==> src/rtl/arcade_input_cond.sv <==
// arcade_input_cond
//   Conditions raw player inputs ahead of the core's active-low in0/in1 packing.
//   Debounces N_IN general lines, turns each of two coin switches into one
//   fixed-length pulse per physical insertion, and keeps a saturating coin count.
//
// Ports
//   CLK         system clock (only clock of the block)
//   RESET       synchronous reset, active-high
//   in_raw      asynchronous active-high buttons/directions
//   coin_raw    asynchronous active-high coin switches
//   coin_lock   per-channel lockout, 1 = reject new coins
//   out_db      debounced general inputs, active-high
//   coin_pulse  conditioned coin pulses, active-high
//   coin_busy   coin channel not idle
//   coin_count  total accepted coins over both channels, saturating
module arcade_input_cond #(
    parameter int unsigned N_IN     = 8,
    parameter int unsigned TICK_DIV = 24000,
    parameter int unsigned DB_MS    = 10,
    parameter int unsigned COIN_MS  = 100,
    parameter int unsigned GAP_MS   = 100
) (
    input  logic            CLK,
    input  logic            RESET,
    input  logic [N_IN-1:0] in_raw,
    input  logic [1:0]      coin_raw,
    input  logic [1:0]      coin_lock,
    output logic [N_IN-1:0] out_db,
    output logic [1:0]      coin_pulse,
    output logic [1:0]      coin_busy,
    output logic [15:0]     coin_count
);

    // General inputs occupy the low bits, coin lines the top two.
    localparam int unsigned NB   = N_IN + 2;
    localparam int unsigned PW   = (TICK_DIV > 1) ? $clog2(TICK_DIV) : 1;
    localparam int unsigned DW   = $clog2(DB_MS + 1);
    localparam int unsigned CMAX = (COIN_MS > GAP_MS) ? COIN_MS : GAP_MS;
    localparam int unsigned CW   = $clog2(CMAX + 1);

    typedef enum logic [1:0] {
        StIdle,
        StActive,
        StGap,
        StWaitRel
    } coin_st_t;

    // ---------------------------------------------------------------------
    // 2-FF synchronisers
    // ---------------------------------------------------------------------
    logic [NB-1:0] sync1_q;
    logic [NB-1:0] sync2_q;

    always_ff @(posedge CLK) begin
        if (RESET) begin
            sync1_q <= '0;
            sync2_q <= '0;
        end else begin
            sync1_q <= {coin_raw, in_raw};
            sync2_q <= sync1_q;
        end
    end

    // ---------------------------------------------------------------------
    // Timebase
    // ---------------------------------------------------------------------
    logic [PW-1:0] presc_q;
    logic          tick;

    assign tick = (presc_q == PW'(TICK_DIV - 1));

    always_ff @(posedge CLK) begin
        if (RESET) begin
            presc_q <= '0;
        end else if (tick) begin
            presc_q <= '0;
        end else begin
            presc_q <= presc_q + PW'(1);
        end
    end

    // ---------------------------------------------------------------------
    // Debounce, one stability counter per line
    // ---------------------------------------------------------------------
    logic [NB-1:0] db_q;
    logic [DW-1:0] db_cnt_q [NB];

    always_ff @(posedge CLK) begin
        if (RESET) begin
            db_q <= '0;
            for (int i = 0; i < NB; i++) begin
                db_cnt_q[i] <= '0;
            end
        end else begin
            for (int i = 0; i < NB; i++) begin
                if (sync2_q[i] == db_q[i]) begin
                    db_cnt_q[i] <= '0;
                end else if (tick) begin
                    // The increment that would reach DB_MS commits the new value instead.
                    if (db_cnt_q[i] == DW'(DB_MS - 1)) begin
                        db_q[i]     <= sync2_q[i];
                        db_cnt_q[i] <= '0;
                    end else begin
                        db_cnt_q[i] <= db_cnt_q[i] + DW'(1);
                    end
                end
            end
        end
    end

    assign out_db = db_q[N_IN-1:0];

    // ---------------------------------------------------------------------
    // Coin channels
    // ---------------------------------------------------------------------
    logic [1:0]    cd;
    logic [1:0]    cd_prev_q;
    logic [1:0]    accept;
    coin_st_t      st_q   [2];
    logic [CW-1:0] tcnt_q [2];
    logic [1:0]    pulse_q;
    logic [1:0]    busy_q;

    assign cd = db_q[N_IN +: 2];

    always_comb begin
        accept = '0;
        for (int c = 0; c < 2; c++) begin
            accept[c] = (st_q[c] == StIdle) && cd[c] && !cd_prev_q[c] && !coin_lock[c];
        end
    end

    always_ff @(posedge CLK) begin
        if (RESET) begin
            cd_prev_q <= '0;
            pulse_q   <= '0;
            busy_q    <= '0;
            for (int c = 0; c < 2; c++) begin
                st_q[c]   <= StIdle;
                tcnt_q[c] <= '0;
            end
        end else begin
            cd_prev_q <= cd;
            for (int c = 0; c < 2; c++) begin
                case (st_q[c])
                    StIdle: begin
                        if (cd[c] && !cd_prev_q[c]) begin
                            busy_q[c] <= 1'b1;
                            tcnt_q[c] <= '0;
                            // A locked insertion is swallowed but still waits for release.
                            if (!coin_lock[c]) begin
                                st_q[c]    <= StActive;
                                pulse_q[c] <= 1'b1;
                            end else begin
                                st_q[c] <= StWaitRel;
                            end
                        end
                    end
                    StActive: begin
                        if (tick) begin
                            if (tcnt_q[c] == CW'(COIN_MS - 1)) begin
                                st_q[c]    <= StGap;
                                pulse_q[c] <= 1'b0;
                                tcnt_q[c]  <= '0;
                            end else begin
                                tcnt_q[c] <= tcnt_q[c] + CW'(1);
                            end
                        end
                    end
                    StGap: begin
                        if (tick) begin
                            if (tcnt_q[c] == CW'(GAP_MS - 1)) begin
                                st_q[c]   <= StWaitRel;
                                tcnt_q[c] <= '0;
                            end else begin
                                tcnt_q[c] <= tcnt_q[c] + CW'(1);
                            end
                        end
                    end
                    StWaitRel: begin
                        if (!cd[c]) begin
                            st_q[c]   <= StIdle;
                            busy_q[c] <= 1'b0;
                        end
                    end
                    default: begin
                        st_q[c]    <= StIdle;
                        pulse_q[c] <= 1'b0;
                        busy_q[c]  <= 1'b0;
                    end
                endcase
            end
        end
    end

    assign coin_pulse = pulse_q;
    assign coin_busy  = busy_q;

    // ---------------------------------------------------------------------
    // Saturating coin counter; both channels may accept in the same cycle
    // ---------------------------------------------------------------------
    logic [15:0] coin_count_q;
    logic [15:0] coin_count_d;
    logic [16:0] coin_sum;

    always_comb begin
        coin_sum     = {1'b0, coin_count_q} + 17'(accept[0]) + 17'(accept[1]);
        coin_count_d = coin_sum[16] ? 16'hFFFF : coin_sum[15:0];
    end

    always_ff @(posedge CLK) begin
        if (RESET) begin
            coin_count_q <= '0;
        end else begin
            coin_count_q <= coin_count_d;
        end
    end

    assign coin_count = coin_count_q;

endmodule

==> config.mk <==
export PLATFORM = sky130hd
export DESIGN_NAME = arcade_input_cond
export DESIGN_NICKNAME = d
export VERILOG_FILES = /design/src/rtl/arcade_input_cond.sv
export SDC_FILE = /design/constraint.sdc
export NUM_CORES = 1
export LEC_CHECK = 0
export CORE_UTILIZATION = 30
export DETAILED_ROUTE_END_ITERATION = 10
export GPL_TIMING_DRIVEN = 0
export PLACE_DENSITY_LB_ADDON = 0.05
export SLEW_MARGIN = 20
export SYNTH_ARGS = -nofsm -noshare
export SYNTH_HDL_FRONTEND = slang
export SYNTH_SLANG_ARGS = --single-unit
==> constraint.sdc <==
create_clock -name CLK -period 5.65 [get_ports CLK]
set_input_delay 0.8475 -clock CLK [delete_from_list [all_inputs] [get_ports CLK]]
set_output_delay 0.8475 -clock CLK [all_outputs]
set_load 0.1 [all_outputs]
=== After elaboration in Yosys (flattened, before gate mapping) ===
Memories as Yosys holds them, arrays and structs flattened.
Cells that the tools add are included.

* $add $sub $neg: 15
* Multiply operators: 0
* Div/mod/pow operators: 0
* $lt $le $gt $ge: 0
* Equal/unequal tests: 39
* Shifts and indexed selects: 0
* Multiplexer cells: 267
* Bitwise operators: 60
* Reductions and logical operators: 33

{| class="wikitable"
|+ Operators by type and width
! cell !! number
|-
| 1-bit two-way mux || 212
|-
| 4-bit two-way mux || 30
|-
| 7-bit two-way mux || 10
|-
| 1-bit OR || 50
|-
| 4-bit by 1-bit adder with 4-bit output, second input constant || 10
|-
| 4-bit == test, second input constant || 10
|-
| 3-bit AND reduction || 12
|-
| 2-bit two-way mux || 10
|-
| 16-bit by 1-bit adder with 17-bit output || 1
|-
| 17-bit by 1-bit adder with 17-bit output || 1
|-
| 16-bit two-way mux || 1
|-
| 2-bit inequality test, second input constant || 8
|-
| 15-bit by 1-bit adder with 15-bit output, second input constant || 1
|-
| 15-bit == test, second input constant || 1
|-
| 7-bit by 1-bit adder with 7-bit output, second input constant || 2
|-
| 7-bit == test, second input constant || 2
|-
| 1-bit == test || 10
|-
| 1-bit NOT || 10
|-
| 5-bit AND reduction || 2
|-
| 2-bit == test, second input constant || 4
|-
| 1-bit logical AND || 8
|-
| 1-bit one-hot mux with 2 select lines || 4
|-
| 2-bit nonzero test || 4
|-
| 2-bit by 1-bit == test with 1-bit output, second input constant || 2
|-
| 4 further kinds || 9
|}

* Register bits after elaboration: 67
* Bits in latches: 0
* Memory bits (writable): 58
* Memory bits (read-only): 0
* Input bits: 14
* Logic and storage cells: 436
* Memories kept: 3

{| class="wikitable"
|+ Memories
! memory !! words !! width !! rd ports !! clocked after memory_dff !! wr ports !! line !! text
|-
| db_cnt_q || 10 || 4 || 10 || 0 || 10 || 86 || <nowiki>logic [DW-1:0] db_cnt_q [NB];</nowiki>
|-
| tcnt_q || 2 || 7 || 2 || 0 || 2 || 120 || <nowiki>logic [CW-1:0] tcnt_q [2];</nowiki>
|-
| st_q || 2 || 2 || 2 || 0 || 2 || 119 || <nowiki>coin_st_t st_q [2];</nowiki>
|}

=== Longest topological paths before layout ===
* Word-level depth: 11
* Gate-level depth with buffers: 11

=== Worst setup path before layout ===
No wires, ideal clock.

* Path type: register to register
* Start point: reg coin_count_q[0], in the netlist coin_count[0]
* End point: reg coin_count_q[10], in the netlist coin_count[10]
* Setup time: 0.070 ns
* Arrival: 2.880 ns
* Data required time: 5.580 ns
* Setup slack: 2.700 ns
* Cell stages (with the launch flop): 10
* Buffers on the path: 1
* Clock period less this slack: 2.950 ns
* Cells stage by stage: dfxtp_1 -> inv_1 -> fa_1 -> inv_1 -> ha_1 -> and3_1 -> nand3_1 -> or3_1 -> clkbuf_1 -> a21oi_1

* Cells in the longest elaborated chain, start to end: 3

{| class="wikitable"
|+ RTL lines
! item !! line !! text
|-
| start, declared || 202 || <nowiki>logic [15:0] coin_count_q;</nowiki>
|-
| start signal, assigned || 215 || <nowiki>coin_count_q <= coin_count_d;</nowiki>
|-
| 16-bit by 1-bit adder with 17-bit output || 207 || <nowiki>coin_sum = {1'b0, coin_count_q} + 17'(accept[0]) + 17'(accept[1]);</nowiki>
|-
| 17-bit by 1-bit adder with 17-bit output || 207 ||
|-
| 16-bit two-way mux || 208 || <nowiki>coin_count_d = coin_sum[16] ? 16'hFFFF : coin_sum[15:0];</nowiki>
|}

Every way passes these cells.
A chain may end at the register's enable or synchronous reset.

==> metrics.txt <==
post-layout minimum cycle time 3.42 ns; Synth-to-Final Area Change 22.7%; FF-to-FF path depth 10; syn avg cell area 10.4 um2; Post-DP HPWL 8.56 mm; wire per inst 13.8 um; Main synth FF type dfxtp_1; critical path cell sequence nor4b_1 -> nand2b_1 -> fa_1 -> inv_1 -> ha_1 -> and3_1 -> nand3_1 -> or3_1 -> clkbuf_1 -> a21oi_1; Power, Total 2.14 mW; grt total ovfl 0; ys async rst share 0%; Worst Setup EP coin_count[13]$_SDFF_PP0_; Post-synth EDFFs 58; Total Die Area 0.0200 mm2; Pwr Density 298 mW/mm2; CP Capture Type flop; CTS H-tree depth 4; Crit path largest cell delay 0.51 ns; TritonCTS Buffers 17; post-synthesis net count 600; drt first pass iters 4; detailed-route wire length 12.4 mm; setup TNS 0 ns; critical register-to-register path startpoint st_q[1][1]$_SDFFCE_PN0P_; antenna violations before repair 0; Crit. Startpoint st_q[1][1]$_SDFFCE_PN0P_; Worst setup SP type flop; Total Routing Usage GR 13.6%; register area share after synthesis 52.8%; Critical Path RT 5.99 ns; r2r endpoint coin_count[13]$_SDFF_PP0_; 1st-iter DRT viols 133; Vias/cell 4.44; Remaining DRCs 0; vias in the first global route 4,027; Mapped Area 0.00584 mm2; post-CTS setup buffers 0; floorplan die width 142 um; Final #Nets 660; RSZ-0062 raised after global routing false; total core area 0.0189 mm2; GP Congestion 0.776; cell row count 50; die height 142 um; Max Clock Freq 0.293 GHz; Clk network pwr share 51.3%; Port Buffers 41; worst-margin pin slew 1.05 ns; Skew-Pair Late Insertion Delay 0.41 ns; first-pass GRT wire length 20.7 mm; vias 3,968; fin crit share 60.5%; Synth Register Bits 125; internal power 1.70 mW; worst-path fanout max 10; Slew Limit Fails 0; Critical Path AT 3.76 ns; Slew HR 29.6%; number of routed nets with antenna violations 0; sw power 0.436 mW; register share of total power 45.9%; Slowest cell on crit path nor4b_1; max cap viols 0; effective utilization at floorplan 30.9%; clock sinks 125; Max VDD drop 0.210 mV; clk_skew 0.00730 ns; Final setup viols 0; critical path type flop to flop; Gate power share 2.8%; synth warn 0; Final Hold Viols 0; maximum buffer depth of the clock tree 2; Reg2Reg Setup Slack 2.23 ns; ANT cells 0; CTS tree built; # hold bufs at CTS 0; Synth Instances 561; fraction of power spent switching nets 20.4%; utilization after layout 37.9%; Root Buffer clkbuf_16; count of boundary I/O pins 42; run status completed; post-synth cell types 50; clk slew on worst S/H paths 0.06 ns; Lkg Pwr 2.56 nW; post-cts resize count 0; Hold WC Path Type flop to flop; largest net degree at the start of global routing 17; fraction of layout cells with a size suffix above 1 8.83%
[cell usage in the layout, fill, tap and decap left out, types with 9 or more instances in the layout]
cell              n
a21oi_1          18
clkbuf_1         11
clkbuf_16        17
clkdlybuf4s50_1  41
dfxtp_1          67
edfxtp_1         58
ha_1             24
inv_1            17
mux2i_1           9
nand2_1          39
nand3_1          29
nor2_1           97
nor2b_1          27
nor3_1            9
xnor2_1          27
xor2_1           37
[power groups by stage]
stage	logic (mW)	registers, mW	clock network, mW
detailed placement	0.0612	1.00	0
global route	0.0679	0.984	1.17
finish	0.0596	0.981	1.10
global placement	0.0607	0.999	0
floorplan	0.0373	0.995	0
CTS	0.0617	0.981	1.13
[synth_stat cells (2+ instances only)]
cell type / n / share of area [%]
nor4_4: 2 / 0.73
or3_1: 2 / 0.21
o211ai_1: 4 / 0.51
buf_1: 2 / 0.13
nor3_2: 4 / 0.69
nand4_1: 7 / 0.75
nand3b_1: 8 / 1.0
nand2_1: 39 / 2.5
nand4b_1: 4 / 0.60
buf_2: 3 / 0.26
nor2b_1: 27 / 2.9
ha_1: 24 / 5.1
nor4_1: 6 / 0.64
mux2i_1: 9 / 1.5
a21oi_1: 18 / 1.5
and3_1: 8 / 0.86
buf_6: 2 / 0.39
nor2_1: 97 / 6.2
nor3b_1: 2 / 0.26
a31oi_1: 3 / 0.32
buf_4: 8 / 1.0
dfxtp_1: 67 / 23
nand2b_1: 5 / 0.54
xnor2_1: 27 / 4.0
edfxtp_1: 58 / 30
xor2_1: 37 / 5.5
or2_2: 3 / 0.32
inv_1: 17 / 1.1
and2_1: 2 / 0.21
nor3_1: 9 / 0.77
o21ai_0: 4 / 0.34
nand3_1: 29 / 2.5
clkbuf_1: 7 / 0.45
[per-layer routing]
metal | vias up | track usage, % | share of wire [%]
li1 | 2038 | - | -
met5 | - | 0 | 0
met4 | 0 | 5.94 | 1.6
met3 | 11 | 3.27 | 2.5
met2 | 48 | 21.7 | 47
met1 | 1871 | 17.5 | 49
[critical path: cells and delay by family, from the launching register on]
kind	cells	cell delay, ns
and+or+nand+nor	5	1.67
adders and majority gates	2	0.66
DFF	1	0.46
buffers and inverters	2	0.34
AOI/OAI and AO/OA	1	0.20
[kinds of logic (layout without fill, tap and decap cells)]
logic type | count (synthesis) | after routing | share of synthesized area [%]
multiplexers | 9 | 9 | 1.54
adder cells (fa/ha/maj) | 25 | 25 | 5.48
buffers and inverters | 39 | 112 | 3.34
XOR/XNOR | 64 | 64 | 9.60
AND/OR/NAND/NOR | 261 | 261 | 23.3
AO/OA/AOI/OAI | 38 | 38 | 3.94
flip-flops | 125 | 125 | 52.8
[worst min-delay path by stage]
stage	endpoint	from	cells past startpoint	slack, ns
6_report	sync2_q[1]$_SDFF_PP0_	sync1_q[1]$_SDFF_PP0_	1	0.43
5_1_grt	sync2_q[5]$_SDFF_PP0_	sync1_q[5]$_SDFF_PP0_	1	0.45
4_1_cts	sync2_q[1]$_SDFF_PP0_	sync1_q[1]$_SDFF_PP0_	1	0.44
3_5_place_dp	sync2_q[1]$_SDFF_PP0_	sync1_q[1]$_SDFF_PP0_	1	0.43
3_3_place_gp	sync2_q[2]$_SDFF_PP0_	sync1_q[2]$_SDFF_PP0_	1	0.42
2_1_floorplan	sync2_q[0]$_SDFF_PP0_	sync1_q[0]$_SDFF_PP0_	1	0.41
[final cells by class]
type | instances | area [um2]
plain buffers | 22 | 131
clock buffers | 23 | 468
clock inverters | 9 | 118
fillers | 1928 | 11700
inverters | 17 | 63.8
multi-input cells | 397 | 2570
flip-flops and latches | 125 | 3080
well taps | 260 | 325
repair buffers | 41 | 410
[registers in the layout, summed over array words and instances (netlist names)]
name and count:
cd_prev_q 2, coin_busy 2, coin_count 16, coin_pulse 2, db_cnt_q 40, db_q 10
presc_q 15, st_q 4, sync1_q 10, sync2_q 10, tcnt_q 14
[stage by stage]
step,area [um2],setup WS [ns],hold WS [ns],cells
after floorplan,5840,2.70,0.414,561
after detailed placement,6580,1.89,0.425,862
final,7170,2.23,0.434,894
after global placement,6580,1.89,0.418,862
after CTS,7160,2.21,0.439,894
after global routing,7170,1.92,0.450,894
(Power assumes the default switching activity.)
